## config.mk

```make
export PLATFORM = sky130hd
export DESIGN_NAME = prog_loader
export DESIGN_NICKNAME = d
export VERILOG_FILES = /design/src/rtl/msp_pkg.sv /design/src/rtl/loader_timer.sv /design/src/rtl/prog_loader.sv
export SDC_FILE = /design/constraint.sdc
export NUM_CORES = 1
export LEC_CHECK = 0
export CAP_MARGIN = 20
export CORE_AREA = 2 2 76 96
export CTS_CLUSTER_DIAMETER = 30
export DETAILED_ROUTE_END_ITERATION = 8
export DIE_AREA = 0 0 78 98
export GPL_TIMING_DRIVEN = 0
export PLACE_DENSITY = 0.73
export SLEW_MARGIN = 20
export SYNTH_ARGS = -nofsm -noshare
export SYNTH_HDL_FRONTEND = slang
export SYNTH_HIERARCHICAL = 1
export SYNTH_SLANG_ARGS = --single-unit
export TNS_END_PERCENT = 5
```

## constraint.sdc

```tcl
create_clock -name clk -period 2.25 [get_ports clk]
set_clock_uncertainty 0.05 [all_clocks]
set_input_delay 0.45 -clock clk [delete_from_list [all_inputs] [get_ports clk]]
set_output_delay 0.45 -clock clk [all_outputs]
set_load 0.05 [all_outputs]
```

## src/rtl/msp_pkg.sv

```systemverilog
`default_nettype none
// ============================================================================
// Package  : msp_pkg
// Brief    : Loader state encoding and defaults; CSUM exists only when
//            PROG_LOADER_CHECKSUM_EN is defined.
// Revision : 1.0 - initial release
// ============================================================================
package msp_pkg;

    localparam int c_TIMEOUT_DEFAULT = 1000;

    typedef logic [2:0] state_t;

    localparam state_t c_ST_IDLE  = 3'd0;
    localparam state_t c_ST_COUNT = 3'd1;
    localparam state_t c_ST_HI    = 3'd2;
    localparam state_t c_ST_LO    = 3'd3;
`ifdef PROG_LOADER_CHECKSUM_EN
    localparam state_t c_ST_CSUM  = 3'd4;
`endif
    localparam state_t c_ST_DONE  = 3'd5;
    localparam state_t c_ST_ERR   = 3'd6;

    // State entered once the last word has been received
`ifdef PROG_LOADER_CHECKSUM_EN
    localparam state_t c_ST_TAIL  = c_ST_CSUM;
`else
    localparam state_t c_ST_TAIL  = c_ST_DONE;
`endif

    // States in which the loader is consuming bytes
    function automatic logic state_is_active(input state_t s);
        logic v;
        v = 1'b0;
        case (s)
            c_ST_COUNT, c_ST_HI, c_ST_LO: v = 1'b1;
`ifdef PROG_LOADER_CHECKSUM_EN
            c_ST_CSUM: v = 1'b1;
`endif
            default: v = 1'b0;
        endcase
        return v;
    endfunction

endpackage
`default_nettype wire

```

## src/rtl/loader_timer.sv

```systemverilog
`default_nettype none
// ============================================================================
// Module   : loader_timer
// Brief    : Inter-byte idle counter; o_expire flags the TIMEOUT-th idle cycle.
// Revision : 1.0 - initial release
// ============================================================================
module loader_timer
    import msp_pkg::*;
#(
    parameter int TIMEOUT = c_TIMEOUT_DEFAULT
) (
    input  logic clk,
    input  logic rst,
    input  logic i_clear,
    input  logic i_enable,
    output logic o_expire
);

    localparam int              c_CW   = (TIMEOUT > 1) ? $clog2(TIMEOUT) : 1;
    localparam logic [c_CW-1:0] c_LAST = c_CW'(TIMEOUT - 1);

    logic [c_CW-1:0] r_count;

    always_ff @(posedge clk) begin
        if (rst || i_clear) begin
            r_count <= '0;
        end else if (i_enable && (r_count != c_LAST)) begin
            r_count <= r_count + c_CW'(1);
        end
    end

    // Fires on the cycle that would bring the idle count up to TIMEOUT
    assign o_expire = i_enable && !i_clear && (r_count == c_LAST);

endmodule
`default_nettype wire

```

## src/rtl/prog_loader.sv

```systemverilog
`default_nettype none
// ============================================================================
// Module   : prog_loader
// Brief    : Loads a byte-streamed program (N, then hi/lo word pairs) into
//            program memory, then releases the CPU. Macro
//            PROG_LOADER_CHECKSUM_EN adds a trailing XOR checksum byte.
// Revision : 1.0 - initial release
// ============================================================================
module prog_loader
    import msp_pkg::*;
#(
    parameter int ADDR_W  = 8,
    parameter int TIMEOUT = c_TIMEOUT_DEFAULT
) (
    input  logic              clk,
    input  logic              rst,
    input  logic              load_req,
    input  logic              rx_valid,
    input  logic [7:0]        rx_data,
    output logic              rx_ready,
    output logic              mem_we,
    output logic [ADDR_W-1:0] mem_addr,
    output logic [15:0]       mem_wdata,
    output logic              RUN,
    output logic              cpu_rst,
    output logic              busy,
    output logic              error,
    output logic [ADDR_W:0]   words_loaded
);

    localparam logic [31:0] c_MAX_WORDS = 32'(1) << ADDR_W;

    state_t          r_state;
    state_t          w_state_nxt;
    logic [ADDR_W:0] r_n;
    logic [7:0]      r_hi;
    logic            w_accept;
    logic            w_expire;
    logic            w_active;
    logic [31:0]     w_n_val;
    logic            w_n_bad;
    logic [ADDR_W:0] w_words_inc;
    logic            w_last_word;
    logic            w_csum_ok;

    assign w_accept    = rx_valid && rx_ready;
    assign w_active    = state_is_active(r_state);
    // A zero count means a full memory only when the byte cannot express it
    assign w_n_val     = ((ADDR_W == 8) && (rx_data == 8'd0)) ? c_MAX_WORDS
                                                               : {24'd0, rx_data};
    assign w_n_bad     = (ADDR_W < 8) && (w_n_val > c_MAX_WORDS);
    assign w_words_inc = words_loaded + (ADDR_W + 1)'(1);
    assign w_last_word = (w_words_inc == r_n);

    loader_timer #(
        .TIMEOUT (TIMEOUT)
    ) u_timer (
        .clk      (clk),
        .rst      (rst),
        .i_clear  (load_req || w_accept),
        .i_enable (w_active),
        .o_expire (w_expire)
    );

`ifdef PROG_LOADER_CHECKSUM_EN
    logic [7:0] r_csum;

    always_ff @(posedge clk) begin
        if (rst || load_req) begin
            r_csum <= 8'd0;
        end else if (w_accept && ((r_state == c_ST_HI) || (r_state == c_ST_LO))) begin
            r_csum <= r_csum ^ rx_data;
        end
    end

    assign w_csum_ok = (rx_data == r_csum);
`else
    assign w_csum_ok = 1'b0;
`endif

    always_comb begin
        w_state_nxt = r_state;
        if (load_req) begin
            w_state_nxt = c_ST_COUNT;
        end else if (w_expire) begin
            w_state_nxt = c_ST_ERR;
        end else if (w_accept) begin
            case (r_state)
                c_ST_COUNT: begin
                    if (w_n_bad) begin
                        w_state_nxt = c_ST_ERR;
                    end else if (w_n_val == 32'd0) begin
                        w_state_nxt = c_ST_TAIL;
                    end else begin
                        w_state_nxt = c_ST_HI;
                    end
                end
                c_ST_HI: w_state_nxt = c_ST_LO;
                c_ST_LO: w_state_nxt = w_last_word ? c_ST_TAIL : c_ST_HI;
`ifdef PROG_LOADER_CHECKSUM_EN
                c_ST_CSUM: w_state_nxt = w_csum_ok ? c_ST_DONE : c_ST_ERR;
`endif
                default: w_state_nxt = r_state;
            endcase
        end
    end

    // Status outputs are registered copies of the next-state decode
    always_ff @(posedge clk) begin
        if (rst) begin
            r_state      <= c_ST_IDLE;
            r_n          <= '0;
            r_hi         <= 8'd0;
            rx_ready     <= 1'b0;
            mem_we       <= 1'b0;
            mem_addr     <= '0;
            mem_wdata    <= 16'd0;
            RUN          <= 1'b0;
            cpu_rst      <= 1'b1;
            busy         <= 1'b0;
            error        <= 1'b0;
            words_loaded <= '0;
        end else begin
            r_state  <= w_state_nxt;
            rx_ready <= state_is_active(w_state_nxt);
            busy     <= state_is_active(w_state_nxt);
            RUN      <= (w_state_nxt == c_ST_DONE);
            cpu_rst  <= (w_state_nxt != c_ST_DONE);
            error    <= (w_state_nxt == c_ST_ERR);
            mem_we   <= 1'b0;
            if (load_req) begin
                words_loaded <= '0;
                r_n          <= '0;
            end else if (w_accept) begin
                case (r_state)
                    c_ST_COUNT: r_n  <= w_n_val[ADDR_W:0];
                    c_ST_HI:    r_hi <= rx_data;
                    c_ST_LO: begin
                        mem_we       <= 1'b1;
                        mem_addr     <= words_loaded[ADDR_W-1:0];
                        mem_wdata    <= {r_hi, rx_data};
                        words_loaded <= w_words_inc;
                    end
                    default: ;
                endcase
            end
        end
    end

endmodule
`default_nettype wire

```

-- Word level (Yosys, flattened, before mapping)
Index checks and enable logic that the tools add are counted.
- bits of input ports: 12
- bits in registers: 68
- add/sub/neg operators: 2
- equal/unequal tests: 12
- multiplexer cells: 10
- reduce and logical (&&, ||, !) cells: 17
- bitwise operators: 2
- operator list (cell ; number):
    $logic_not A32 Y1 ; 1
    $mux W3 ; 5
    $eq A3 B2 Y1 const B ; 4
    $add A10 B1 Y10 const B ; 1
    $eq A10 B10 Y1 const B ; 1
    $ne A10 B10 Y1 const B ; 1
    $add A9 B1 Y9 const B ; 1
    $eq A9 B9 Y1 ; 1
    $mux W9 ; 1
    $pmux W3 S3 ; 1
    $reduce_or A3 Y1 ; 3
    $logic_not A8 Y1 ; 1
    $eq A3 B1 Y1 const B ; 2
    $eq A3 B3 Y1 const B ; 2
    $reduce_and A3 Y1 ; 2
    $logic_and A1 B1 Y1 ; 4
    $reduce_and A2 Y1 ; 2
    $mux W1 ; 3
    $ne A3 B3 Y1 const B ; 1
    $logic_or A1 B1 Y1 ; 2
    $not A1 Y1 ; 2
    $reduce_or A2 Y1 ; 1
    $logic_not A1 Y1 ; 1

-- Depth between registers and ports, before layout
- word-level depth: 11
- gate-level depth with buffers: 11

-- Cells and area by module
Netlist, hierarchy kept.
- modules (own cells, without submodules) (module ; instances ; area an instance (um2) ; sequential area each (um2) ; cells each):
    prog_loader ; 1 ; 2583.7 ; 1161.1 ; 326
    loader_timer ; 1 ; 583.1 ; 200.2 ; 66

-- Worst setup path before layout
OpenSTA, ideal clock, no wires.
- path kind: register to register
- start: register words_loaded[1]
- end: register r_state[1]
- cell stages (with the launch flop): 8
- data required time: 2.069 ns
- path buffers: 1
- path slack: -0.409 ns
- setup time: 0.131 ns
- period minus slack after synthesis: 2.659 ns
- arrival: 2.477 ns
- path through: dfxtp_1 -> ha_1 -> clkbuf_1 -> a31oi_1 -> or4_1 -> a2111o_1 -> nor3_1 -> nor3_1
- longest elaborated chain between the ends: 7
- RTL lines (element ; line ; source):
    start, declared ; prog_loader.sv:28 ; output logic [ADDR_W:0] words_loaded
    start signal, assigned ; prog_loader.sv:142 ; words_loaded <= w_words_inc;
    $add A9 B1 Y9 ; prog_loader.sv:52 ; assign w_words_inc = words_loaded + (ADDR_W + 1)'(1);
    $eq A9 B9 Y1 ; prog_loader.sv:53 ; assign w_last_word = (w_words_inc == r_n);
    $mux W3 ; prog_loader.sv:99 ; c_ST_LO: w_state_nxt = w_last_word ? c_ST_TAIL : c_ST_HI;
    $pmux W3 S3 ; prog_loader.sv:88 ; case (r_state)
    $mux W3 ; prog_loader.sv:87 ; end else if (w_accept) begin
    $mux W3 ; prog_loader.sv:85 ; end else if (w_expire) begin
    $mux W3 ; prog_loader.sv:83 ; if (load_req) begin
    end signal, assigned ; prog_loader.sv:111 ; r_state <= c_ST_IDLE;
    end signal, assigned ; prog_loader.sv:124 ; r_state <= w_state_nxt;
    end, declared ; prog_loader.sv:33 ; state_t r_state;
No other way between the ends.
A chain may end at the register's enable or synchronous reset.

-- Worst setup path after layout
- start: register words_loaded[1]
- end: register error
- longest elaborated chain between the ends: 8
- RTL lines (element ; line ; source):
    $add A9 B1 Y9 ; prog_loader.sv:52 ;
    named net w_words_inc[1] ; prog_loader.sv:42 ; logic [ADDR_W:0] w_words_inc;
    $eq A9 B9 Y1 ; prog_loader.sv:53 ;
    $mux W3 ; prog_loader.sv:99 ;
    $pmux W3 S3 ; prog_loader.sv:88 ;
    $mux W3 ; prog_loader.sv:87 ;
    $mux W3 ; prog_loader.sv:85 ;
    $mux W3 ; prog_loader.sv:83 ;
    $eq A3 B3 Y1 ; prog_loader.sv:129 ; error <= (w_state_nxt == c_ST_ERR);
    end signal, assigned ; prog_loader.sv:129 ;
    end, declared ; prog_loader.sv:27 ; output logic error,
The timed path passes the listed nets, and every way through them passes these cells.

==> results.cfg <==
[sta]
max_slew_margin_pct = 58.18
finalCriticalPeriod_ns = 2.197
rsz0062_at_grt = no
fin_ws_ns = 0.05293
period_share_pct = 97.65
report.final.setup_viol = 0
final_max_slew_viol_count = 0
hold_viol = 0
worst_slew_pin_slew_ns = 0.6272
max_freq_mhz = 455.2
holdWs_ns = 0.4062

[placed_design]
placed_area_um2 = 3800
pre_cts_ws_ns = -0.5751
io_buffer_count = 50
dp_hpwl_mm = 5.611
place_congestion = 0.8951

[finish]
n_antenna_cell = 0
syn_to_final_growth_pct = 31.45
fill_cells = 625
nNetsFinal = 472
drive_above_1_share_pct = 15.33
final_area_um2 = 4163

[synth]
synth_fp_nets = 406
synth.avg_cell_area_um2 = 8.079
synth_top_area_share_pct = 42.99
synth_edf_count = 0
syn_inst = 392
ys_seq_area_share_pct = 42.99
async_reset_ff_share_pct = 0
synth.most_common_cell = nand2_1
yosys-top-cells-area = dfxtp_1 (43%), nand2_1 (9.0%), a21oi_1 (7.1%), nor2_1 (4.0%), mux2i_1 (2.8%)
ys_types = 56
synth_top_cell_by_area = dfxtp_1
synth_commonest_cells = nand2_1 (76), dfxtp_1 (68), a21oi_1 (45), nor2_1 (34), o21ai_0 (17)
yosys_warnings = 6
synth_ff_type = dfxtp_1
synth-seq-cells = 68
syn_area_um2 = 3167

[worst_hold_path]
hold_start = mem_addr[6]
hold_class = flop to flop

[worst_setup_path]
path_class = flop to flop
worstPathArrival_ns = 2.42
critPathRequiredTime_ns = 2.47
critPathMaxFanout = 8
end_kind = flop
r2r_start = words_loaded[1]
crit_path_start_kind = flop
worstSetupStartpoint = words_loaded[1]

[route]
drtIter0Drc = 165
drc_errors = 0
wl_per_cell_um = 14.58
vias_per_cell = 5.474
dr.pass1.iters = 4
via_count = 3027
drt_wl_total_mm = 8.060
detail-route-antenna-nets = 0

[floorplanning]
die-area_um2 = 7644
io_pins = 51
start_util_pct = 46.53
fp.dieW_um = 78
core_area_um2 = 6807
dieHeight_um = 98
rows = 34

[global_route]
antenna_found_initial = 0
grt_max_degree = 12
grt_pass1_vias = 2798
grt_pass1_wl_mm = 13.50
grt.overflow.total = 0
grt_usage_pct = 22.01

[clock_tree]
cts_tree = built
hold_buffers = 0
clock_sinks = 68
ctsHtreeMaxLevel = 3
clk_latency_ns = 0.34
cts_root_buf = clkbuf_8
cts-buffers-inserted = 9
clk_pin_slew_worst_paths_ns = 0.07
cts.path.max_buffers = 2

[power_and_ir_drop]
internal_power_w = 0.001722
seqPwrFrac_pct = 53.2
combPwrFrac_pct = 6.1
ir_drop_v = 0.0003290
power_switching_w = 0.0005573
sw_frac_of_total_pct = 24.45
cellLeakagePower_nw = 1.466
powerDensity_nw_per_um2 = 547.6
clkPwrFrac_pct = 40.7

[status]
outcome = finished, final reports clean

[flow_run]
maxCapViolCount = 0
-- power groups by stage --
stage | logic (W) | registers (W) | clock network [W]
2_1_floorplan | 0.0000661 | 0.00125 | 0
3_3_place_gp | 0.000123 | 0.00124 | 0
3_5_place_dp | 0.000125 | 0.00124 | 0
4_1_cts | 0.000130 | 0.00122 | 0.000944
5_1_grt | 0.000150 | 0.00121 | 0.00100
6_report | 0.000138 | 0.00121 | 0.000928
-- flip-flops by register name (all words and copies together), names as in the netlist --
name and cells:
mem_wdata 16, r_hi 8, words_loaded 9, r_state 3
busy 1, RUN 1, cpu_rst 1, mem_addr 8
r_n 9, error 1, mem_we 1, u_timer/r_count 10
-- cell usage in the layout (no fill, tap or decap), drive strengths merged, types with 6 or more instances in the layout --
master,n
nand3,12
or4,8
buf,15
nand4,6
or3,6
nor2,34
xor2,10
mux2i,9
clkdlybuf4s50,49
xnor2,6
dfxtp,68
nor3,8
a21oi,45
inv,8
o21ai,19
nand2,77
clkbuf,28
-- metrics by stage --
step	setup TNS, ns	utilization (%)	std cells	total power, W
floorplan	-0.01588	-	392	0.001314
global placement	-11.82	55.83	532	0.001367
detailed placement	-13.10	55.83	532	0.001369
CTS	-0.05307	59.74	550	0.002291
global route	0	61.16	553	0.002366
finish	0	61.16	553	0.002280
-- cells by family after synthesis --
family / share of synthesized area [%]
buf+inv: 4.465
compound gates: 16.20
flops: 42.99
simple gates: 28.05
fa+ha+maj: 0.7901
mux: 2.845
xor+xnor: 4.662
-- critical path, stage by stage, from the launching register on --
cell and delay (ns):
dfxtp_4 0.42, ha_4 0.23, xnor2_2 0.15, nand2_1 0.09, or3_4 0.35, nor4b_4 0.38, buf_4 0.17, nand3_1 0.10
a211oi_2 0.19
-- path summary, 6_finish.rpt --
kind,endpoint,slack [ns],cells after the start
hold / removal,mem_addr[6],0.41,2
hold reg to reg,mem_addr[6],0.41,2
setup / recovery,error,0.05,8
setup reg to reg,error,0.05,8
-- area by class of cell --
| type | count | area (µm²) | share of cell area [%] |
|---|---|---|---|
| Tap cell | 90 | 112.6 | 2.705 |
| Sequential cell | 68 | 1394 | 33.48 |
| Clock buffer | 13 | 158.9 | 3.817 |
| Clock inverter | 3 | 20.02 | 0.4809 |
| Multi-Input combinational cell | 292 | 1765 | 42.41 |
| Buffer | 22 | 122.6 | 2.946 |
| Inverter | 7 | 26.28 | 0.6312 |
| Timing Repair Buffer | 58 | 563.0 | 13.53 |
-- routing by layer --
| layer | vias to the layer above | wire (µm) | GRT usage, % |
|---|---|---|---|
| met5 | - | 0 | 0 |
| met4 | 0 | 205 | 9.852 |
| met3 | 19 | 349 | 4.251 |
| met2 | 79 | 4152 | 37.93 |
| met1 | 1422 | 3352 | 26.38 |
| li1 | 1507 | - | - |
-- timing repair --
action                     4_1_cts  5_1_grt
pin swaps                        4       16
resized for setup               13       24
setup buffers                    3        5
setup endpoints to repair       25        8
Power figures use the tool's default switching activity.
